### config.mk
export PLATFORM = sky130hd
export DESIGN_NAME = leaf_packet_demux_fifo
export DESIGN_NICKNAME = d
export VERILOG_FILES = /design/src/rtl/leaf_packet_demux_fifo.sv
export SDC_FILE = /design/constraint.sdc
export NUM_CORES = 1
export LEC_CHECK = 0
export ABC_CLOCK_PERIOD_IN_PS = 11550
export CAP_MARGIN = 15
export CORE_MARGIN = 2
export CORE_UTILIZATION = 55
export DETAILED_ROUTE_END_ITERATION = 10
export HOLD_SLACK_MARGIN = 0.12
export PLACE_DENSITY = 0.9
export SYNTH_ARGS = -nofsm -noshare
export SYNTH_HDL_FRONTEND = slang
export SYNTH_SLANG_ARGS = --single-unit
### constraint.sdc
create_clock -name clk -period 11.55 [get_ports clk]
set_clock_uncertainty 0.2 [all_clocks]
set_input_delay 2.31 -clock clk [delete_from_list [all_inputs] [get_ports clk]]
set_output_delay 2.31 -clock clk [all_outputs]
set_load 0.005 [all_outputs]
### src/rtl/leaf_packet_demux_fifo.sv
// rtl/leaf_packet_demux_fifo.sv - splits BFT leaf packets by port into config/stream FIFOs
// Drops packets on full or unmapped ports; NACKs and counts them.
module leaf_packet_demux_fifo #(
  parameter int PACKET_BITS   = 97,
  parameter int NUM_LEAF_BITS = 6,
  parameter int NUM_PORT_BITS = 4,
  parameter int CFG_PORT_MAX  = 1,
  parameter int IN_PORT_MAX   = 8,
  parameter int OUT_PORT_MIN  = 9,
  parameter int FIFO_DEPTH    = 4,
  parameter int CNT_BITS      = 16
) (
  input  logic                     clk,
  input  logic                     reset,
  input  logic [PACKET_BITS-1:0]   din_leaf_bft2interface,
  output logic [PACKET_BITS-1:0]   dout_leaf_interface2bft,
  input  logic                     resend,
  output logic                     resend_out,
  input  logic [PACKET_BITS-1:0]   stream_in,
  output logic [PACKET_BITS-1:0]   stream_out,
  output logic                     stream_out_valid,
  input  logic                     stream_out_ready,
  output logic [PACKET_BITS-1:0]   configure_out,
  output logic                     configure_out_valid,
  input  logic                     configure_out_ready,
  output logic                     nack_out,
  output logic [NUM_PORT_BITS-1:0] nack_port,
  output logic [CNT_BITS-1:0]      stream_drop_cnt,
  output logic [CNT_BITS-1:0]      config_drop_cnt,
  output logic [CNT_BITS-1:0]      unmapped_cnt
);

  localparam int ADDR     = $clog2(FIFO_DEPTH);
  localparam int PORT_LSB = PACKET_BITS - 1 - NUM_LEAF_BITS - NUM_PORT_BITS;
  localparam int CFG      = 0;
  localparam int STR      = 1;

  // One extra bit so an OUT_PORT_MIN beyond the port range simply disables that class
  localparam logic [NUM_PORT_BITS:0] CFG_MAX_P = (NUM_PORT_BITS+1)'(CFG_PORT_MAX);
  localparam logic [NUM_PORT_BITS:0] IN_MAX_P  = (NUM_PORT_BITS+1)'(IN_PORT_MAX);
  localparam logic [NUM_PORT_BITS:0] OUT_MIN_P = (NUM_PORT_BITS+1)'(OUT_PORT_MIN);
  localparam logic [ADDR:0]          FULL_CNT  = (ADDR+1)'(FIFO_DEPTH);
  localparam logic [CNT_BITS-1:0]    CNT_MAX   = '1;

  logic [PACKET_BITS-1:0]   mem    [2][FIFO_DEPTH];
  logic [ADDR-1:0]          wr_ptr [2];
  logic [ADDR-1:0]          rd_ptr [2];
  logic [ADDR:0]            count  [2];

  logic [NUM_PORT_BITS-1:0] port;
  logic [NUM_PORT_BITS:0]   port_x;
  logic                     in_valid;
  logic                     is_cfg;
  logic                     is_stream;
  logic                     unmapped;
  logic [1:0]               push_req;
  logic [1:0]               push;
  logic [1:0]               pop;
  logic [1:0]               drop;
  logic [1:0]               valid;
  logic [1:0]               ready;

  assign dout_leaf_interface2bft = stream_in;
  assign resend_out              = resend;

  always_comb begin
    in_valid  = din_leaf_bft2interface[PACKET_BITS-1];
    port      = din_leaf_bft2interface[PORT_LSB +: NUM_PORT_BITS];
    port_x    = {1'b0, port};
    is_cfg    = (port_x <= CFG_MAX_P) || (port_x >= OUT_MIN_P);
    is_stream = !is_cfg && (port_x <= IN_MAX_P);
    unmapped  = in_valid && !is_cfg && !is_stream;
    push_req  = {in_valid && is_stream, in_valid && is_cfg};
    ready     = {stream_out_ready, configure_out_ready};
    valid     = '0;
    push      = '0;
    drop      = '0;
    pop       = '0;
    // Fullness looks only at the registered count: a same-cycle pop never frees room
    for (int c = 0; c < 2; c++) begin
      valid[c] = count[c] != '0;
      push[c]  = push_req[c] && (count[c] != FULL_CNT);
      drop[c]  = push_req[c] && (count[c] == FULL_CNT);
      pop[c]   = valid[c] && ready[c];
    end
  end

  always_ff @(posedge clk) begin
    for (int c = 0; c < 2; c++) begin
      if (push[c]) mem[c][wr_ptr[c]] <= din_leaf_bft2interface;
    end
  end

  always_ff @(posedge clk) begin
    if (reset) begin
      for (int c = 0; c < 2; c++) begin
        wr_ptr[c] <= '0;
        rd_ptr[c] <= '0;
        count[c]  <= '0;
      end
    end else begin
      for (int c = 0; c < 2; c++) begin
        if (push[c]) wr_ptr[c] <= wr_ptr[c] + ADDR'(1);
        if (pop[c])  rd_ptr[c] <= rd_ptr[c] + ADDR'(1);
        if (push[c] && !pop[c])      count[c] <= count[c] + (ADDR+1)'(1);
        else if (!push[c] && pop[c]) count[c] <= count[c] - (ADDR+1)'(1);
      end
    end
  end

  always_ff @(posedge clk) begin
    if (reset) begin
      nack_out        <= 1'b0;
      nack_port       <= '0;
      stream_drop_cnt <= '0;
      config_drop_cnt <= '0;
      unmapped_cnt    <= '0;
    end else begin
      nack_out <= (|drop) || unmapped;
      if ((|drop) || unmapped) nack_port <= port;
      if (drop[STR] && stream_drop_cnt != CNT_MAX) stream_drop_cnt <= stream_drop_cnt + CNT_BITS'(1);
      if (drop[CFG] && config_drop_cnt != CNT_MAX) config_drop_cnt <= config_drop_cnt + CNT_BITS'(1);
      if (unmapped && unmapped_cnt != CNT_MAX)     unmapped_cnt    <= unmapped_cnt + CNT_BITS'(1);
    end
  end

  assign configure_out_valid = valid[CFG];
  assign stream_out_valid    = valid[STR];
  assign configure_out       = valid[CFG] ? mem[CFG][rd_ptr[CFG]] : '0;
  assign stream_out          = valid[STR] ? mem[STR][rd_ptr[STR]] : '0;

endmodule
==> run metrics, run 1 <==
run status complete, no violations; DP Area between 0.03 and 0.04 mm2; drt total wl around 76000 um; share of the yosys chip area belonging to registers 0.745; Leakage about 13 nW; cell mode on critical path buf_4; Clk Tree Root Cell clkbuf_16; relative slew slack 0.221; Post-Syn Area 0.0333 mm2; required time at the worst-slack endpoint about 9 ns; Post CTS Setup Buffer Count 0; largest net degree at the start of global routing 100; Ports between 500 and 600; Total GRT Usage 0.246; Slowest Stage Delay on Critical Path 0.85 ns; Final Cycle Share 0.557; fmax around 0.16 GHz; initial antenna violation count 4; cells after synthesis between 1500 and 2000; setup violators final 0; CP Data Arrival Time roughly 3.9 ns; Worst-Margin Slew roughly 1.2 ns; global routing usage on met2 0.416; grt met1 use 0.315; Multi-input gate area between 0.007 and 0.008 mm2; final net count about 2200; H-tree levels 3; Setup crit start kind register; global route hottest layer met2; crit path max-delay cell type buf_4; layout overhead on the synthesized area 18.8%; max-slew violation count 0; unrepaired setup endpoints after global routing no; die area 0.0625 mm2; Hold WC Path Type register to register; CTS resizes 0; Die X ~250 um; GRT overflow 0; max_cap viols 0; filler cell count around 3700; drt pass-1 iters 6; Worst VDD drop approximately 0.19 mV; vias in the first global route around 18000; Fin. Hold Viols 0; initial drt markers approximately 1600; Syn Nets ~1900; CTS buffer count 85; Hold Buf Count CTS 0; Setup TNS 0 ns; Post-synth EDFFs 790; clock sinks 843; CP endpoint kind output port; fin area about 0.04 mm2; Synth async-reset ratio 0; Buf/Inv on CP 3; DRC 0; first-pass GRT wire length approximately 110000 um; fin crit period 6.44 ns; CTS tree yes; CP delay by family, top buffers and inverters; initial core utilization 0.553; post-route ant nets 0; Hold Crit Depth 1; Reg2Reg Depth 5; Worst path depth 5; Row Count 90; most frequent cells in the layout edfxtp_1 (790), clkdlybuf4s50_1 (348), and2_1 (200); power per cell area around 220 mW/mm2; clk_lat worst skew 0.61 ns; Synth warnings 0; #FFs+latches synth between 800 and 900; CTS clk-pin slew, worst paths 0.06 ns; Die Y around 250 um; commonest non-fill, non-tap cell in the layout edfxtp_1; GP Congestion ~0.8; DP Wirelength between 40000 and 50000 um; Finished Layout Cells about 2800; most used flip-flop cell after synthesis edfxtp_1; crit-path max FO 58; CTS Buffer Depth 3; WS Path Type register to output port; number of port buffers ~350; FF+latch area roughly 0.025 mm2; Core Box Area ~0.060 mm2; Post-Place Cells between 2000 and 3000; Avg WL per Cell about 27 um; Via Count between 15000 and 20000; Avg Cell Area, Syn around 20 um2; Cell Chain, Critical Path buf_4 > buf_4 > mux4_2 > and2_1 > clkdlybuf4s50_1; share of post-route cells with drive strength above 1 0.186; M3 GR Usage 0.0644; Vias/cell 6.04; Unique masters post-synth slightly above 60
final cells by class:
class                           instances  share of cell area
Sequential cell                       843               0.627
Tap cell                              782              0.0247
Multi-Input combinational cell        634               0.186
Inverter                               11             0.00104
Timing Repair Buffer                  368              0.0921
Antenna cell                            1           0.0000633
Clock inverter                         51              0.0132
Clock buffer                          101              0.0559
routing by layer:
layer / part of all wire / up-vias
met5: 0.0022 / -
li1: - / 7023
met1: 0.37 / 8782
met3: 0.090 / 133
met4: 0.024 / 10
met2: 0.51 / 904
cells in the mapped netlist (7+ instances only):
master,count,share of area
a21oi_1,10,0.0015
and2_1,204,0.038
buf_2,25,0.0038
buf_4,99,0.022
clkbuf_1,49,0.0055
dfxtp_1,53,0.032
edfxtp_1,790,0.71
ha_1,13,0.0049
inv_1,11,0.0012
mux4_2,194,0.13
nand2_1,15,0.0017
nand3_1,16,0.0024
nand4_1,7,0.0013
nor2_1,40,0.0045
nor2b_1,17,0.0032
xnor2_1,18,0.0047
xor2_1,10,0.0026
stage by stage:
stage                     hold WS [ns]  setup WS [ns]  total power (W)   util
after floorplan                  0.258           5.50          0.00484      -
after global placement           0.253           5.43          0.00603  0.612
after detailed placement         0.256           5.28          0.00609  0.612
after CTS                        0.268           5.04          0.00879  0.658
after global routing             0.276           4.84          0.00903  0.658
final                            0.264           5.11          0.00872  0.658
power by group:
group,switching (W),leakage [nW],internal [W]
clock network,0.00112,1.32,0.00157
registers,0.0000757,7.61,0.00352
logic,0.00110,3.62,0.00133
path summary, 6_finish.rpt:
check | startpoint | endpoint | slack [ns]
max reg2reg | count[1][0]$_DFFE_PP_ | mem[0][631]$_DFFE_PP_ | 8.08
max | rd_ptr[0][1]$_SDFFCE_PN0P_ | configure_out[47] | 5.11
min reg2reg | unmapped_cnt[3]$_SDFFE_PP0P_ | unmapped_cnt[3]$_SDFFE_PP0P_ | 0.26
min | unmapped_cnt[3]$_SDFFE_PP0P_ | unmapped_cnt[3]$_SDFFE_PP0P_ | 0.26
registers in the layout (all words and copies together), names as in the netlist:
register,flops
count,6
nack_out,1
rd_ptr,4
unmapped_cnt,16
mem,776
nack_port,4
wr_ptr,4
stream_drop_cnt,16
config_drop_cnt,16
logic make-up (layout without fill, tap and decap cells):
group,Yosys count,after routing,share of synthesized area
DFF,843,843,0.745
and+or+nand+nor,348,348,0.0627
muxes,197,197,0.132
buffers and inverters,191,531,0.0347
AOI/OAI and AO/OA,47,47,0.0126
xor gates and xnor gates,28,28,0.00737
adders and majority gates,14,14,0.00549
other,0,1,0
Note: power is estimated with default switching activity, not from simulation.
==> run 2, diff against run 1 <==
ABC_CLOCK_PERIOD_IN_PS = 6200   (was 11550)
CORE_UTILIZATION = 53   (was 55)
PLACE_DENSITY = 0.87   (was 0.9)
clock period = 6.2 ns   (was 11.55 ns; I/O delays follow)
==> run 2 against run 1 <==
Against the previous run: sequential power up 85%; critical path depth up 1; cell area up 0.81%; worst setup slack worse by 3.7 ns; critical endpoint is now stream_out[89]; sequential share of layout area down 0.50 points; global-route usage down 0.35 points; utilization down 1.4 points.
==> run metrics, run 2 (synthesis results as in run 1) <==
power per cell area between 400 and 500 mW/mm2; Final Cycle Share 0.764; final net count 2170; crit path max-delay cell type nand2b_4; Util after Layout 0.644; total power ~0.016 W; Cell Chain, Critical Path inv_1 > ha_1 > nand2b_4 > buf_4 > and2_1 > clkdlybuf4s50_1; clock sinks between 800 and 900; WS Path Type register to output port; required time at the worst-slack endpoint 4.76 ns; DRC 0; Hold Startpoint unmapped_cnt[1]$_SDFFE_PP0P_; Via Count 17029; power share of the clock group 0.314; max reg flops 776; crit-path max FO slightly above 60; die area about 0.065 mm2; Post CTS Setup Buffer Count 0; Fin. Hold Viols 0; clk_lat worst skew between 0.6 and 0.7 ns; layout overhead on the synthesized area 19.8%; Core Box Area approximately 0.062 mm2; worst setup margin between 1 and 1.5 ns; CTS clk-pin slew, worst paths roughly 0.06 ns; H-tree levels 3; Pint between 0.01 and 0.015 W; Ports roughly 550; Buf/Inv on CP 3; Row Count between 90 and 100; CP Data Arrival Time ~3.3 ns; drt total wl ~78000 um; Die Y about 250 um; fmax about 0.21 GHz; DP Wirelength between 40000 and 50000 um; initial antenna violation count 3; R2R Path End count[0][2]$_SDFFCE_PN0P_; CTS tree yes; GRT overflow 0; R2R Path Start count[0][0]$_SDFFCE_PN0P_; Die X ~250 um; hold_ws roughly 0.27 ns; drt pass-1 iters 5; Total GRT Usage 0.242; GP Congestion 0.820; Hold Crit Depth 1; CTS resizes 0; Setup TNS 0 ns; fin crit period 4.74 ns; Flop pwr share 0.406; Reg2Reg Depth 8; number of port buffers about 350; Avg WL per Cell 27.2 um; Setup crit start kind register; max_cap viols 0; switch share 0.264; Slowest Stage Delay on Critical Path 0.54 ns; largest net degree at the start of global routing slightly below 80; first-pass GRT wire length approximately 110000 um; CP endpoint kind output port; Vias/cell roughly 6; Clk Tree Root Cell clkbuf_16; initial drt markers approximately 1500; post-route ant nets 0; R2R setup slack 2.65 ns; initial core utilization 0.537; max-slew violation count 0; CTS buffer count 84; Leakage 12.7 nW; Net Switching 0.00433 W; share of post-route cells with drive strength above 1 0.194; commonest non-fill, non-tap cell in the layout edfxtp_1; unrepaired setup endpoints after global routing no; Worst VDD drop around 0.30 mV; vias in the first global route 17822; most frequent cells in the layout edfxtp_1 (790), clkdlybuf4s50_1 (348), and2_1 (200); Gate power share 0.280; Worst-Margin Slew roughly 0.98 ns; pre-CTS WS roughly 1.4 ns; run status complete, no violations; setup violators final 0; CTS Buffer Depth 3; Hold WC Path Type register to register; Hold Buf Count CTS 0; relative slew slack 0.344; Endpoint, Worst Hold unmapped_cnt[1]$_SDFFE_PP0P_; CP delay by family, top buffers and inverters
==> run 2: cell count changes in the layout (fill, tap and decap cells not counted), sizes merged <==
cell,delta
buf,+15
bufinv,+2
clkbuf,-3
clkinv,+4
clkinvlp,-2
inv,+4
==> run 2: worst max-delay path by stage <==
stage,cells past startpoint,slack (ns),end,startpoint
after global routing,6,1.35,stream_out[89],count[1][0]$_DFFE_PP_
final,6,1.46,stream_out[89],count[1][0]$_DFFE_PP_
after CTS,6,1.43,stream_out[89],count[1][0]$_DFFE_PP_
after detailed placement,5,1.41,mem[0][549]$_DFFE_PP_,din_leaf_bft2interface[89]
after global placement,5,1.54,mem[0][452]$_DFFE_PP_,din_leaf_bft2interface[87]
after floorplan,4,1.22,mem[0][0]$_DFFE_PP_,din_leaf_bft2interface[87]
==> run 2: worst register-to-register path, stage by stage (launching register included) <==
cell and delay, ns:
edfxtp_1 0.42, or3_4 0.70, buf_4 0.51, nand2_8 0.16, or3_1 0.40, fa_1 0.39
xnor2_1 0.25, nor2_1 0.10, a311oi_2 0.24
==> run 2: layer usage <==
layer | vias up | share of wire | GRT usage
li1 | 7069 | - | -
met1 | 8867 | 0.38 | 0.317
met2 | 958 | 0.51 | 0.410
met3 | 133 | 0.085 | 0.0530
met4 | 2 | 0.025 | 0.0762
met5 | - | 0.00015 | 0
==> run 2: final cells by class <==
cell class / instances / area (um2)
diodes: 1 / 2.50
repair buffers: 383 / 3820
well taps: 837 / 1050
multi-input cells: 634 / 7360
clock inverters: 59 / 601
clock buffers: 98 / 2210
fillers: 3969 / 22100
flip-flops and latches: 843 / 24800
inverters: 11 / 41.3
==> run 2: metrics by stage <==
stage          instances  cell area (um2)
3_3_place_gp        2708            37100
5_1_grt             2866            39900
3_5_place_dp        2708            37100
6_report            2866            39900
2_1_floorplan       1668            33300
4_1_cts             2865            39900
==> run 2: power groups by stage <==
stage               Combinational, W  Clock, W  Sequential, W
detailed placement           0.00462         0        0.00677
CTS                          0.00468   0.00522        0.00666
global route                 0.00488   0.00542        0.00668
global placement             0.00454         0        0.00674
finish                       0.00460   0.00515        0.00666
floorplan                    0.00226         0        0.00675
==> run 3, diff against run 2 <==
ABC_CLOCK_PERIOD_IN_PS = 3850   (was 6200)
CORE_UTILIZATION = 48   (was 53)
PLACE_DENSITY = 0.84   (was 0.87)
clock period = 3.85 ns   (was 6.2 ns; I/O delays follow)
==> run 3 against run 2 <==
Against the previous run: power is 64% higher; critical endpoint is now configure_out[84]; global-route usage decreased by 3.6 points; largest power group unchanged; register-to-register slack lost 1.9 ns; worst hold slack improved by 0.0028 ns.
==> run metrics, run 3 (synthesis results as in run 1) <==
Post-Place Cells 2812; largest net degree at the start of global routing 100; Gate power share 0.280; GRT overflow 0; Total GRT Usage 0.206; Hold Buf Count CTS 0; Pint around 0.020 W; setup violators final 0; CP Data Arrival Time 2.79 ns; share of post-route cells with drive strength above 1 0.200; Leakage 12.9 nW; FF+latch area 0.0248 mm2; unrepaired setup endpoints after global routing no; initial drt markers approximately 1600; first-pass GRT wire length 110000 um; Worst VDD drop between 0.4 and 0.5 mV; most frequent cells in the layout edfxtp_1 (790), clkdlybuf4s50_1 (348), and2_1 (200); Vias/cell 5.63; relative slew slack 0.508; max reg flops slightly below 800; filler cell count roughly 4700; CTS clk-pin slew, worst paths roughly 0.06 ns; die area 0.0714 mm2; commonest non-fill, non-tap cell in the layout edfxtp_1; power share of the clock group 0.321; max-slew violation count 0; Final Cycle Share 0.978; Multi-input gate area ~0.0074 mm2; clk_lat worst skew 0.63 ns; CTS tree yes; Core Box Area between 0.06 and 0.07 mm2; fin crit period around 3.8 ns; Die X ~270 um; Finished Layout Cells just under 3000; DP Wirelength around 44000 um; Via Count roughly 17000; Die Y approximately 270 um; CTS buffer count 86; CP endpoint kind output port; post-route ant nets 0; drt total wl around 74000 um; clock sinks 843; fmax 0.266 GHz; initial antenna violation count 7; WS Path Type register to output port; required time at the worst-slack endpoint roughly 2.9 ns; Ports approximately 550; DP Area between 0.03 and 0.04 mm2; layout overhead on the synthesized area 21.8%; Clk Tree Root Cell clkbuf_16; run status complete, no violations; crit-path max FO 21; GP Congestion between 0.8 and 0.9; switch share 0.260; fin area 0.0405 mm2; Fin. Hold Viols 0; power per cell area about 660 mW/mm2; H-tree levels 3; vias in the first global route 17602; drt pass-1 iters 5; Worst-Margin Slew about 0.74 ns; Row Count 96; Flop pwr share 0.399; Setup crit start kind register; max_cap viols 0; CTS resizes 0; final net count between 2000 and 2500; CTS Buffer Depth 3; initial core utilization 0.485; Avg WL per Cell 25.0 um; Net Switching ~0.007 W; DRC 0; Hold WC Path Type register to register; Setup TNS 0 ns; number of port buffers 349
==> run 3: final timing paths <==
path,start,endpoint,slack (ns),cells past startpoint
worst min register to register,unmapped_cnt[15]$_SDFFE_PP0P_,unmapped_cnt[15]$_SDFFE_PP0P_,0.27,1
worst min-delay path,unmapped_cnt[15]$_SDFFE_PP0P_,unmapped_cnt[15]$_SDFFE_PP0P_,0.27,1
worst max register to register,count[0][0]$_SDFFCE_PN0P_,count[0][2]$_SDFFCE_PN0P_,0.78,7
worst max-delay path,count[0][0]$_SDFFCE_PN0P_,configure_out[84],0.09,3
==> run 3: final cells by class <==
type	count	area share
timing repair buffer	395	0.103
inverter	11	0.00102
sequential	843	0.612
clock buffer	107	0.0566
tap	931	0.0287
clock inverter	50	0.0166
antenna	3	0.000185
multi-input combinational	636	0.182
==> run 3: power by group through the flow <==
| stage | clock network (W) | registers, W | logic [W] |
|---|---|---|---|
| 6_report | 0.00864 | 0.0107 | 0.00754 |
| 5_1_grt | 0.00914 | 0.0108 | 0.00804 |
| 4_1_cts | 0.00880 | 0.0107 | 0.00762 |
| 3_5_place_dp | 0 | 0.0109 | 0.00748 |
| 3_3_place_gp | 0 | 0.0109 | 0.00737 |
| 2_1_floorplan | 0 | 0.0108 | 0.00364 |
==> run 3: stage by stage <==
step	hold slack [ns]	worst slack (ns)	power [W]	util
6_report	0.268	0.0859	0.0269	0.591
3_3_place_gp	0.254	0.354	0.0182	0.547
5_1_grt	0.285	0.00327	0.0280	0.591
4_1_cts	0.268	0.00525	0.0271	0.591
3_5_place_dp	0.260	0.270	0.0184	0.547
2_1_floorplan	0.258	0.272	0.0145	-
==> run 3: worst max-delay path: stages (launching register included) <==
cell,delay [ns]
edfxtp_1,0.55
or3_2,0.86
and2_1,0.27
clkdlybuf4s50_1,0.47
==> run 3: repair_timing <==
item / in CTS / in global routing
pin swaps: 0 / 1
buffers inserted: 2 / 0
endpoints found under the hold margin: 0 / 0
endpoints found under the setup margin: 90 / 37
gates cloned: 0 / 2
==> run 3: metal layers <==
metal / vias up / wire [um] / GRT usage / share of wire
li1: 7104 / - / - / -
met4: 8 / 2030 / 0.0742 / 0.027
met1: 8659 / 28300 / 0.263 / 0.38
met5: - / 103 / 0.00693 / 0.0014
met2: 863 / 37400 / 0.339 / 0.50
met3: 132 / 6480 / 0.0567 / 0.087
